**src/rtl/cmd_parser.sv**
```systemverilog
`default_nettype none
// ============================================================================
// Module      : cmd_parser
// Description : Byte-stream command parser driving sig_gen configuration
//               registers. Optional checksum byte: CMD_PARSER_CHECKSUM_EN.
// Revision    : 1.0 - initial release
// ============================================================================
module cmd_parser #(
    parameter int unsigned TIMEOUT_CYCLES = 1000000,
    parameter logic [7:0]  SYNC_BYTE      = 8'hA5
) (
    input  logic        clk,
    input  logic        rst_n,
    input  logic [7:0]  rx_data,
    input  logic        rx_valid,
    output logic [2:0]  state,
    output logic [11:0] state_freq,
    output logic [2:0]  state_amp,
    output logic [7:0]  state_phase,
    output logic        cfg_update,
    output logic        frame_err,
    output logic [7:0]  err_count
);

    // The timer only ever holds 0 .. TIMEOUT_CYCLES-1.
    localparam int unsigned        c_timer_w    = (TIMEOUT_CYCLES > 1) ? $clog2(TIMEOUT_CYCLES) : 1;
    localparam logic [c_timer_w-1:0] c_timer_last = c_timer_w'(TIMEOUT_CYCLES - 1);

    typedef enum logic [2:0] {
        S_IDLE    = 3'd0,
        S_GET_OP  = 3'd1,
        S_GET_D1  = 3'd2,
        S_GET_D0  = 3'd3,
`ifdef CMD_PARSER_CHECKSUM_EN
        S_GET_CHK = 3'd4,
`endif
        S_APPLY   = 3'd5
    } state_t;

    state_t                 r_fsm;
    state_t                 w_fsm_nxt;
    logic [c_timer_w-1:0]   r_timer;
    logic [7:0]             r_op;
    logic [3:0]             r_d1_lo;
    logic [7:0]             r_d0;
    logic [2:0]             r_state;
    logic [11:0]            r_freq;
    logic [2:0]             r_amp;
    logic [7:0]             r_phase;
    logic                   r_cfg_update;
    logic                   r_frame_err;
    logic [7:0]             r_err_count;

    logic                   w_in_frame;
    logic                   w_timeout;
    logic                   w_op_ok;
    logic                   w_chk_ok;
    logic                   w_apply_ok;
    logic                   w_apply_err;
    logic [11:0]            w_freq_word;

`ifdef CMD_PARSER_CHECKSUM_EN
    logic [7:0]             r_sum;
    logic                   r_chk_ok;
    assign w_chk_ok = r_chk_ok;
`else
    assign w_chk_ok = 1'b1;
`endif

    assign w_freq_word = {r_d1_lo, r_d0};
    assign w_in_frame  = (r_fsm != S_IDLE) && (r_fsm != S_APPLY);
    assign w_timeout   = w_in_frame && !rx_valid && (r_timer == c_timer_last);
    assign w_apply_ok  = (r_fsm == S_APPLY) && w_op_ok && w_chk_ok;
    assign w_apply_err = (r_fsm == S_APPLY) && !(w_op_ok && w_chk_ok);

    always_comb begin
        w_op_ok = 1'b0;
        case (r_op)
            8'h01, 8'h03, 8'h04: w_op_ok = 1'b1;
            8'h02:               w_op_ok = (w_freq_word != 12'd0);
            default:             w_op_ok = 1'b0;
        endcase
    end

    // APPLY lasts one cycle and accepts a new SYNC exactly like IDLE does.
    always_comb begin
        w_fsm_nxt = r_fsm;
        case (r_fsm)
            S_IDLE, S_APPLY: w_fsm_nxt = (rx_valid && rx_data == SYNC_BYTE) ? S_GET_OP : S_IDLE;
            S_GET_OP:        if (rx_valid) w_fsm_nxt = S_GET_D1;
            S_GET_D1:        if (rx_valid) w_fsm_nxt = S_GET_D0;
`ifdef CMD_PARSER_CHECKSUM_EN
            S_GET_D0:        if (rx_valid) w_fsm_nxt = S_GET_CHK;
            S_GET_CHK:       if (rx_valid) w_fsm_nxt = S_APPLY;
`else
            S_GET_D0:        if (rx_valid) w_fsm_nxt = S_APPLY;
`endif
            default:         w_fsm_nxt = S_IDLE;
        endcase
        if (w_timeout) begin
            w_fsm_nxt = S_IDLE;
        end
    end

    always_ff @(posedge clk or negedge rst_n) begin
        if (!rst_n) begin
            r_fsm   <= S_IDLE;
            r_timer <= '0;
        end else begin
            r_fsm <= w_fsm_nxt;
            if (!w_in_frame || rx_valid || w_timeout) begin
                r_timer <= '0;
            end else begin
                r_timer <= r_timer + c_timer_w'(1);
            end
        end
    end

    always_ff @(posedge clk or negedge rst_n) begin
        if (!rst_n) begin
            r_op    <= 8'd0;
            r_d1_lo <= 4'd0;
            r_d0    <= 8'd0;
        end else if (rx_valid) begin
            case (r_fsm)
                S_GET_OP: r_op    <= rx_data;
                S_GET_D1: r_d1_lo <= rx_data[3:0];
                S_GET_D0: r_d0    <= rx_data;
                default:  ;
            endcase
        end
    end

`ifdef CMD_PARSER_CHECKSUM_EN
    // Running XOR of OP, D1 and D0 so only D1[3:0] needs storing.
    always_ff @(posedge clk or negedge rst_n) begin
        if (!rst_n) begin
            r_sum    <= 8'd0;
            r_chk_ok <= 1'b0;
        end else if (rx_valid) begin
            case (r_fsm)
                S_GET_OP:           r_sum    <= rx_data;
                S_GET_D1, S_GET_D0: r_sum    <= r_sum ^ rx_data;
                S_GET_CHK:          r_chk_ok <= (r_sum == rx_data);
                default:            ;
            endcase
        end
    end
`endif

    always_ff @(posedge clk or negedge rst_n) begin
        if (!rst_n) begin
            r_state      <= 3'd0;
            r_freq       <= 12'd1;
            r_amp        <= 3'd7;
            r_phase      <= 8'd0;
            r_cfg_update <= 1'b0;
            r_frame_err  <= 1'b0;
            r_err_count  <= 8'd0;
        end else begin
            r_cfg_update <= w_apply_ok;
            r_frame_err  <= w_apply_err || w_timeout;
            if ((w_apply_err || w_timeout) && (r_err_count != 8'hFF)) begin
                r_err_count <= r_err_count + 8'd1;
            end
            if (w_apply_ok) begin
                case (r_op)
                    8'h01:   r_state <= r_d0[2:0];
                    8'h02:   r_freq  <= w_freq_word;
                    8'h03:   r_amp   <= r_d0[2:0];
                    8'h04:   r_phase <= r_d0;
                    default: ;
                endcase
            end
        end
    end

    assign state       = r_state;
    assign state_freq  = r_freq;
    assign state_amp   = r_amp;
    assign state_phase = r_phase;
    assign cfg_update  = r_cfg_update;
    assign frame_err   = r_frame_err;
    assign err_count   = r_err_count;

endmodule
`default_nettype wire

```
**config.mk**
```make
export PLATFORM = sky130hd
export DESIGN_NAME = cmd_parser
export DESIGN_NICKNAME = d
export VERILOG_FILES = /design/src/rtl/cmd_parser.sv
export SDC_FILE = /design/constraint.sdc
export NUM_CORES = 1
export LEC_CHECK = 0
export ABC_CLOCK_PERIOD_IN_PS = 2500
export CAP_MARGIN = 15
export CORE_MARGIN = 5
export CORE_UTILIZATION = 62
export CTS_CLUSTER_DIAMETER = 80
export DETAILED_ROUTE_END_ITERATION = 7
export DONT_BUFFER_PORTS = 1
export PLACE_DENSITY = 0.78
export SLEW_MARGIN = 25
export SYNTH_ARGS = -nofsm -noshare
export SYNTH_HDL_FRONTEND = slang
export SYNTH_SLANG_ARGS = --single-unit
```
**constraint.sdc**
```tcl
create_clock -name clk -period 2.5 [get_ports clk]
set_input_delay 0.75 -clock clk [delete_from_list [all_inputs] [get_ports clk]]
set_output_delay 0.75 -clock clk [all_outputs]
set_load 0.05 [all_outputs]
```
After elaboration in Yosys (flattened, before gate mapping)
Index checks and enable logic that the tools add are counted.
Word-level totals
  ROM bits: 0
  input bits: 11
  memory bits (writable): 0
  output and inout bits: 36
  word-level logic and storage cells: 63
  latch bits: 0
  bits in registers: 79
  memories: 0
Operators by class
  add/sub/neg operators: 2
  multiplexer cells: 8
  multiply operators: 0
  div/mod/pow operators: 0
  $lt $le $gt $ge: 0
  reductions and logical operators: 26
  shift-type cells: 0
  bitwise logic cells: 0
  equal/unequal tests: 15
Operators by type and width (number)
  $add A20 B1 Y20 const B: 1
  $eq A20 B20 Y1 const B: 1
  $mux W20: 1
  $eq A8 B2 Y1 const B: 2
  $reduce_and A2 Y1: 7
  $mux W3: 4
  $ne A3 B3 Y1 const B: 4
  $pmux W3 S4: 1
  $reduce_bool A12 Y1: 1
  $add A8 B1 Y8 const B: 1
  $eq A8 B1 Y1 const B: 1
  $eq A8 B3 Y1 const B: 1
  $eq A8 B8 Y1 const B: 1
  $ne A8 B8 Y1 const B: 1
  $logic_and A1 B1 Y1: 7
  $eq A3 B2 Y1 const B: 2
  $eq A3 B1 Y1 const B: 1
  $eq A3 B3 Y1 const B: 1
  $logic_not A1 Y1: 3
  $logic_not A3 Y1: 1
  $logic_or A1 B1 Y1: 3
  $reduce_and A3 Y1: 1
  $reduce_bool A3 Y1: 1
  $reduce_or A3 Y1: 1
  3 further kinds: 3

Logic depth before layout (Yosys ltp)
  depth in word-level cells: 7
  depth in mapped cells: 8
  mapped depth without buffers: 7

Worst setup path after synthesis
No wires, ideal clock.
  kind: reg2reg
  from: reg r_timer[7]
  to: reg r_err_count[7] (netlist: err_count[7])
  cell stages (with the launch flop): 8
  setup time: 0.148 ns
  buffers on the path: 1
  clock period less this slack: 2.018 ns
  required time: 2.352 ns
  arrival time: 1.870 ns
  setup slack: 0.482 ns
  cell sequence: dfrtp_1 > or4_4 > nor4_4 > nor3b_4 > or2_1 > buf_2 > and3_1 > a21oi_1
Between the ends
  cells in the longest elaborated chain, start to end: 4
RTL lines
  start: declaration: line 42  | logic [c_timer_w-1:0] r_timer;
  start signal: assignment: line 114  | r_timer <= r_timer + c_timer_w'(1);
  $eq A20 B20 Y1: line 72  | assign w_timeout = w_in_frame && !rx_valid && (r_timer == c_timer_last);
  $logic_and A1 B1 Y1: line 72
  $logic_or A1 B1 Y1: line 163  | if ((w_apply_err || w_timeout) && (r_err_count != 8'hFF)) begin
  $logic_and A1 B1 Y1: line 163
  end signal: assignment: line 164  | r_err_count <= r_err_count + 8'd1;
  end: declaration: line 52  | logic [7:0] r_err_count;
No other way between the ends.
A chain may end at the register's enable or synchronous reset.

Worst setup path in the final report
  from: reg r_op[5]
  to: reg r_phase[7] (netlist: state_phase[7])
Between the ends
  cells in the longest elaborated chain, start to end: 5
  elaborated cells between the ends (all ways): 8
  those cells by class: eq/ne: 4; mux: 1; reduce/logical: 3
RTL lines
  start: declaration: line 43  | logic [7:0] r_op;
  start signal: assignment: line 126  | S_GET_OP: r_op <= rx_data;
  $eq A8 B3 Y1 (tied with other cells): line 78, 167
  $reduce_or A3 Y1: line 78  | case (r_op)
  $pmux W1 S2: line 78
  $logic_and A1 B1 Y1: line 73  | assign w_apply_ok = (r_fsm == S_APPLY) && w_op_ok && w_chk_ok;
  $reduce_and A2 Y1 (no line) *
  end signal: assignment: line 171  | 8'h04: r_phase <= r_d0;
  end: declaration: line 49  | logic [7:0] r_phase;
Mark *: on every way between the ends. The rest lies on a longest branch, timed or not.

==> impl_metrics.csv <==
group,metric,value,unit
cells_and_area,drive_gt1_share,24.1,%
setup_path,r2r_start,"r_op[5]$_DFFE_PN0P_",
global_routing,grt-ovfl-total,0,
setup_path,cp-endpoint,"state_phase[7]$_DFFE_PN0P_",
logic_synthesis,synth_edf_count,0,
clock_network,cts.sinks,79,
pwr,p_comb_share,16.4,%
pwr,switching_share,30.0,%
pwr,p_per_area,869,mW/mm2
placement,gp_congestion,0.859,
logic_synthesis,synth_most_common_cell,"dfrtp_1",
clock_network,clockRootBuffer,"clkbuf_8",
pwr,seqPwrFrac,52.3,%
detailed_routing,ant_nets,0,
clock_network,cts.path.max_buffers,2,
pwr,p_switching,0.993,mW
clock_network,cts.clk_slew.worst_paths,0.08,ns
setup_path,rrSetupSlack,0.28,ns
sta,final_max_slew_viol_count,0,
setup_path,cp.required,2.74,ns
sta,max_freq,0.451,GHz
sta,hold_viol,0,
sta,period_minus_slack,2.22,ns
run,max_cap_violations,0,
detailed_routing,first_iter_violations,109,
floorplan,dieArea,0.00719,mm2
cells_and_area,diodes,0,
global_routing,grt_start_max_net_pins,80,
logic_synthesis,synth-seq-cells,79,
global_routing,busiest_layer,"met2",
logic_synthesis,netlist_area,0.00347,mm2
setup_path,r2r_cells,4,
logic_synthesis,postSynthAreaPerCell,11.8,um2
pwr,p_leak,1.80,nW
pwr,ir_drop,433,uV
hold_path,min_path_type,"input pin to asynchronous set/reset pin",
clock_network,ctsResizeCount,0,
cells_and_area,multi_input_area,0.00143,mm2
setup_path,startpoint_type,"register",
logic_synthesis,ys_async_sr_fraction,100,%
global_routing,gr-usage-met3,8.05,%
setup_path,critical_path_class,"register to register",
floorplan,core_area,0.00547,mm2
placement,place.detailed.hpwl,4660,um
sta,setup_viol,0,
logic_synthesis,synthDistinctLibCells,47,
sta,fin_skew,0.0104,ns
cells_and_area,syn2layout_area_growth,9.74,%
setup_path,cp-end-kind,"register",
sta,rsz0062_at_grt,"false",
cells_and_area,regArea,0.00198,mm2
clock_network,cts_max_level,3,
sta,fin_crit_sh,88.8,%
setup_path,worst_ep_arrival_time,2.45,ns
floorplan,boundaryPins,47,
clock_network,clk_latency,0.35,ns
sta,tightest_slew,0.717,ns
floorplan,die_width,84.8,um
sta,fin_ws,0.281,ns
global_routing,antenna_found_initial,0,
global_routing,grt_pass1_vias,2386,
setup_path,critPathLaunch,"r_op[5]$_DFFE_PN0P_",
clock_network,post-cts-setup-buffers,0,
logic_synthesis,ys.flop_type,"dfrtp_1",
setup_path,r2r_end,"state_phase[7]$_DFFE_PN0P_",
pwr,p_int,2.31,mW
placement,port_buffers,0,
pwr,clkPwrFrac,31.3,%
logic_synthesis,synth_top_area_share,54.1,%
run_status,status,"finished clean",
global_routing,grt_first_pass_wirelength,11400,um
floorplan,fp-row-count,27,
logic_synthesis,syn_inst,294,
logic_synthesis,ys_top_cells_by_area,"dfrtp_1 (54%), mux2_2 (12%), xor2_1 (4.5%)",
detailed_routing,drc_errors,0,
global_routing,grtUsageTotal,20.2,%
detailed_routing,wirelength,6660,um
detailed_routing,vias_per_cell,5.84,
cells_and_area,fin_nets,319,
clock_network,cts_made_buffers,9,
placement,pre_cts_ws,0.309,ns
logic_synthesis,yosys_warnings,0,
floorplan,start_util,63.4,%
detailed_routing,avgRoutedWirePerCell,17.4,um
setup_path,critPathMaxFanout,8,
clock_network,tritoncts,"yes",
floorplan,die-height,84.8,um
logic_synthesis,yosysSeqAreaShare,57.2,%
sta,fin_tns_setup,0,ns
cells_and_area,fillCellCount,409,
detailed_routing,drt_pre_antenna_iters,5,
logic_synthesis,synth_top_area_cell,"dfrtp_1",
logic_synthesis,synth_nets,307,
global_routing,met1_usage,25.2,%
logic_synthesis,synthTopCellsByCount,"dfrtp_1 (75), nand2_1 (39), mux2_2 (38)",
sta,slew_headroom,51.9,%
detailed_routing,vias,2237,
clock_network,hold_buffers,0,
global_routing,grtUsageMet2,31.6,%
## through the flow
| step | hold WS, ns | power [mW] | utilization (%) | cell area [um2] | std cells |
|---|---|---|---|---|---|
| 2_1_floorplan | 0.423 | 2.12 | - | 3470 | 294 |
| 3_3_place_gp | 0.436 | 2.26 | 65.5 | 3580 | 367 |
| 3_5_place_dp | 0.450 | 2.29 | 65.5 | 3580 | 367 |
| 4_1_cts | 0.0716 | 3.34 | 69.5 | 3800 | 383 |
| 5_1_grt | 0.0589 | 3.48 | 69.5 | 3800 | 383 |
| 6_report | 0.0940 | 3.31 | 69.5 | 3800 | 383 |
## metal layers
metal	up-vias	share of wire [%]
li1	1038	-
met1	1128	43
met2	58	48
met3	13	7.2
met4	0	1.6
met5	-	0
## layout by cell type (no fill, tap or decap), drive strengths merged, types with 3 or more instances in the layout
| cell | Yosys | routed |
|---|---|---|
| clkinv | 1 | 3 |
| nand2 | 39 | 39 |
| inv | 4 | 5 |
| nor4 | 5 | 5 |
| clkbuf | 3 | 10 |
| xnor2 | 7 | 7 |
| nor2 | 29 | 29 |
| nand3 | 12 | 12 |
| o21ai | 3 | 3 |
| nor3 | 5 | 5 |
| a21oi | 4 | 4 |
| buf | 4 | 8 |
| dfstp | 4 | 4 |
| mux2 | 39 | 39 |
| dfrtp | 75 | 75 |
| xor2 | 18 | 18 |
| nand2b | 3 | 3 |
| and3 | 8 | 8 |
## power groups by stage
stage                     clock network [mW]  logic (mW)  registers [mW]
after global routing                    1.11       0.605            1.77
after global placement                     0       0.525            1.73
after CTS                               1.06       0.549            1.73
after floorplan                            0       0.427            1.70
after detailed placement                   0       0.543            1.75
final                                   1.03       0.543            1.73
## worst max-delay path, stage by stage, from the launching register on
cell      delay (ns)
dfrtp_1         0.38
or4_1           0.59
nor4_1          0.31
nand3b_1        0.42
mux2_2          0.42
## cell families (layout without fill, tap and decap cells)
kind of cell	Yosys count	in the layout	synth area share (%)
flip-flops	79	79	57.2
adder cells (fa/ha/maj)	2	2	0.722
AO/OA/AOI/OAI	13	13	2.56
XOR/XNOR	25	25	6.32
AND/OR/NAND/NOR	124	124	19.1
buffers and inverters	12	29	1.52
multiplexers	39	39	12.7
## flip-flops by register name, summed over array words and instances (netlist names)
signal,count
cfg_update,1
err_count,8
frame_err,1
r_d0,8
r_d1_lo,4
r_fsm,3
r_op,8
r_timer,20
state,3
state_amp,3
state_freq,12
state_phase,8
## final cells by class
class | count | share of cell area (%)
Inverter | 5 | 0.493
Clock inverter | 6 | 2.47
Clock buffer | 10 | 3.35
Tap cell | 72 | 2.37
Multi-Input combinational cell | 203 | 37.7
Sequential cell | 79 | 52.1
Timing Repair Buffer | 8 | 1.58
## how the worst min path moves through the flow
stage | from | end | cells past startpoint
floorplan | r_timer[0]$_DFF_PN0_ | r_timer[0]$_DFF_PN0_ | 1
global placement | r_timer[0]$_DFF_PN0_ | r_timer[0]$_DFF_PN0_ | 1
detailed placement | r_timer[0]$_DFF_PN0_ | r_timer[0]$_DFF_PN0_ | 1
CTS | rst_n | state_freq[6]$_DFFE_PN0P_ | 0
global route | rst_n | r_d0[5]$_DFFE_PN0P_ | 0
finish | rst_n | err_count[3]$_DFFE_PN0P_ | 0
Note: power is estimated with default switching activity, not from simulation.
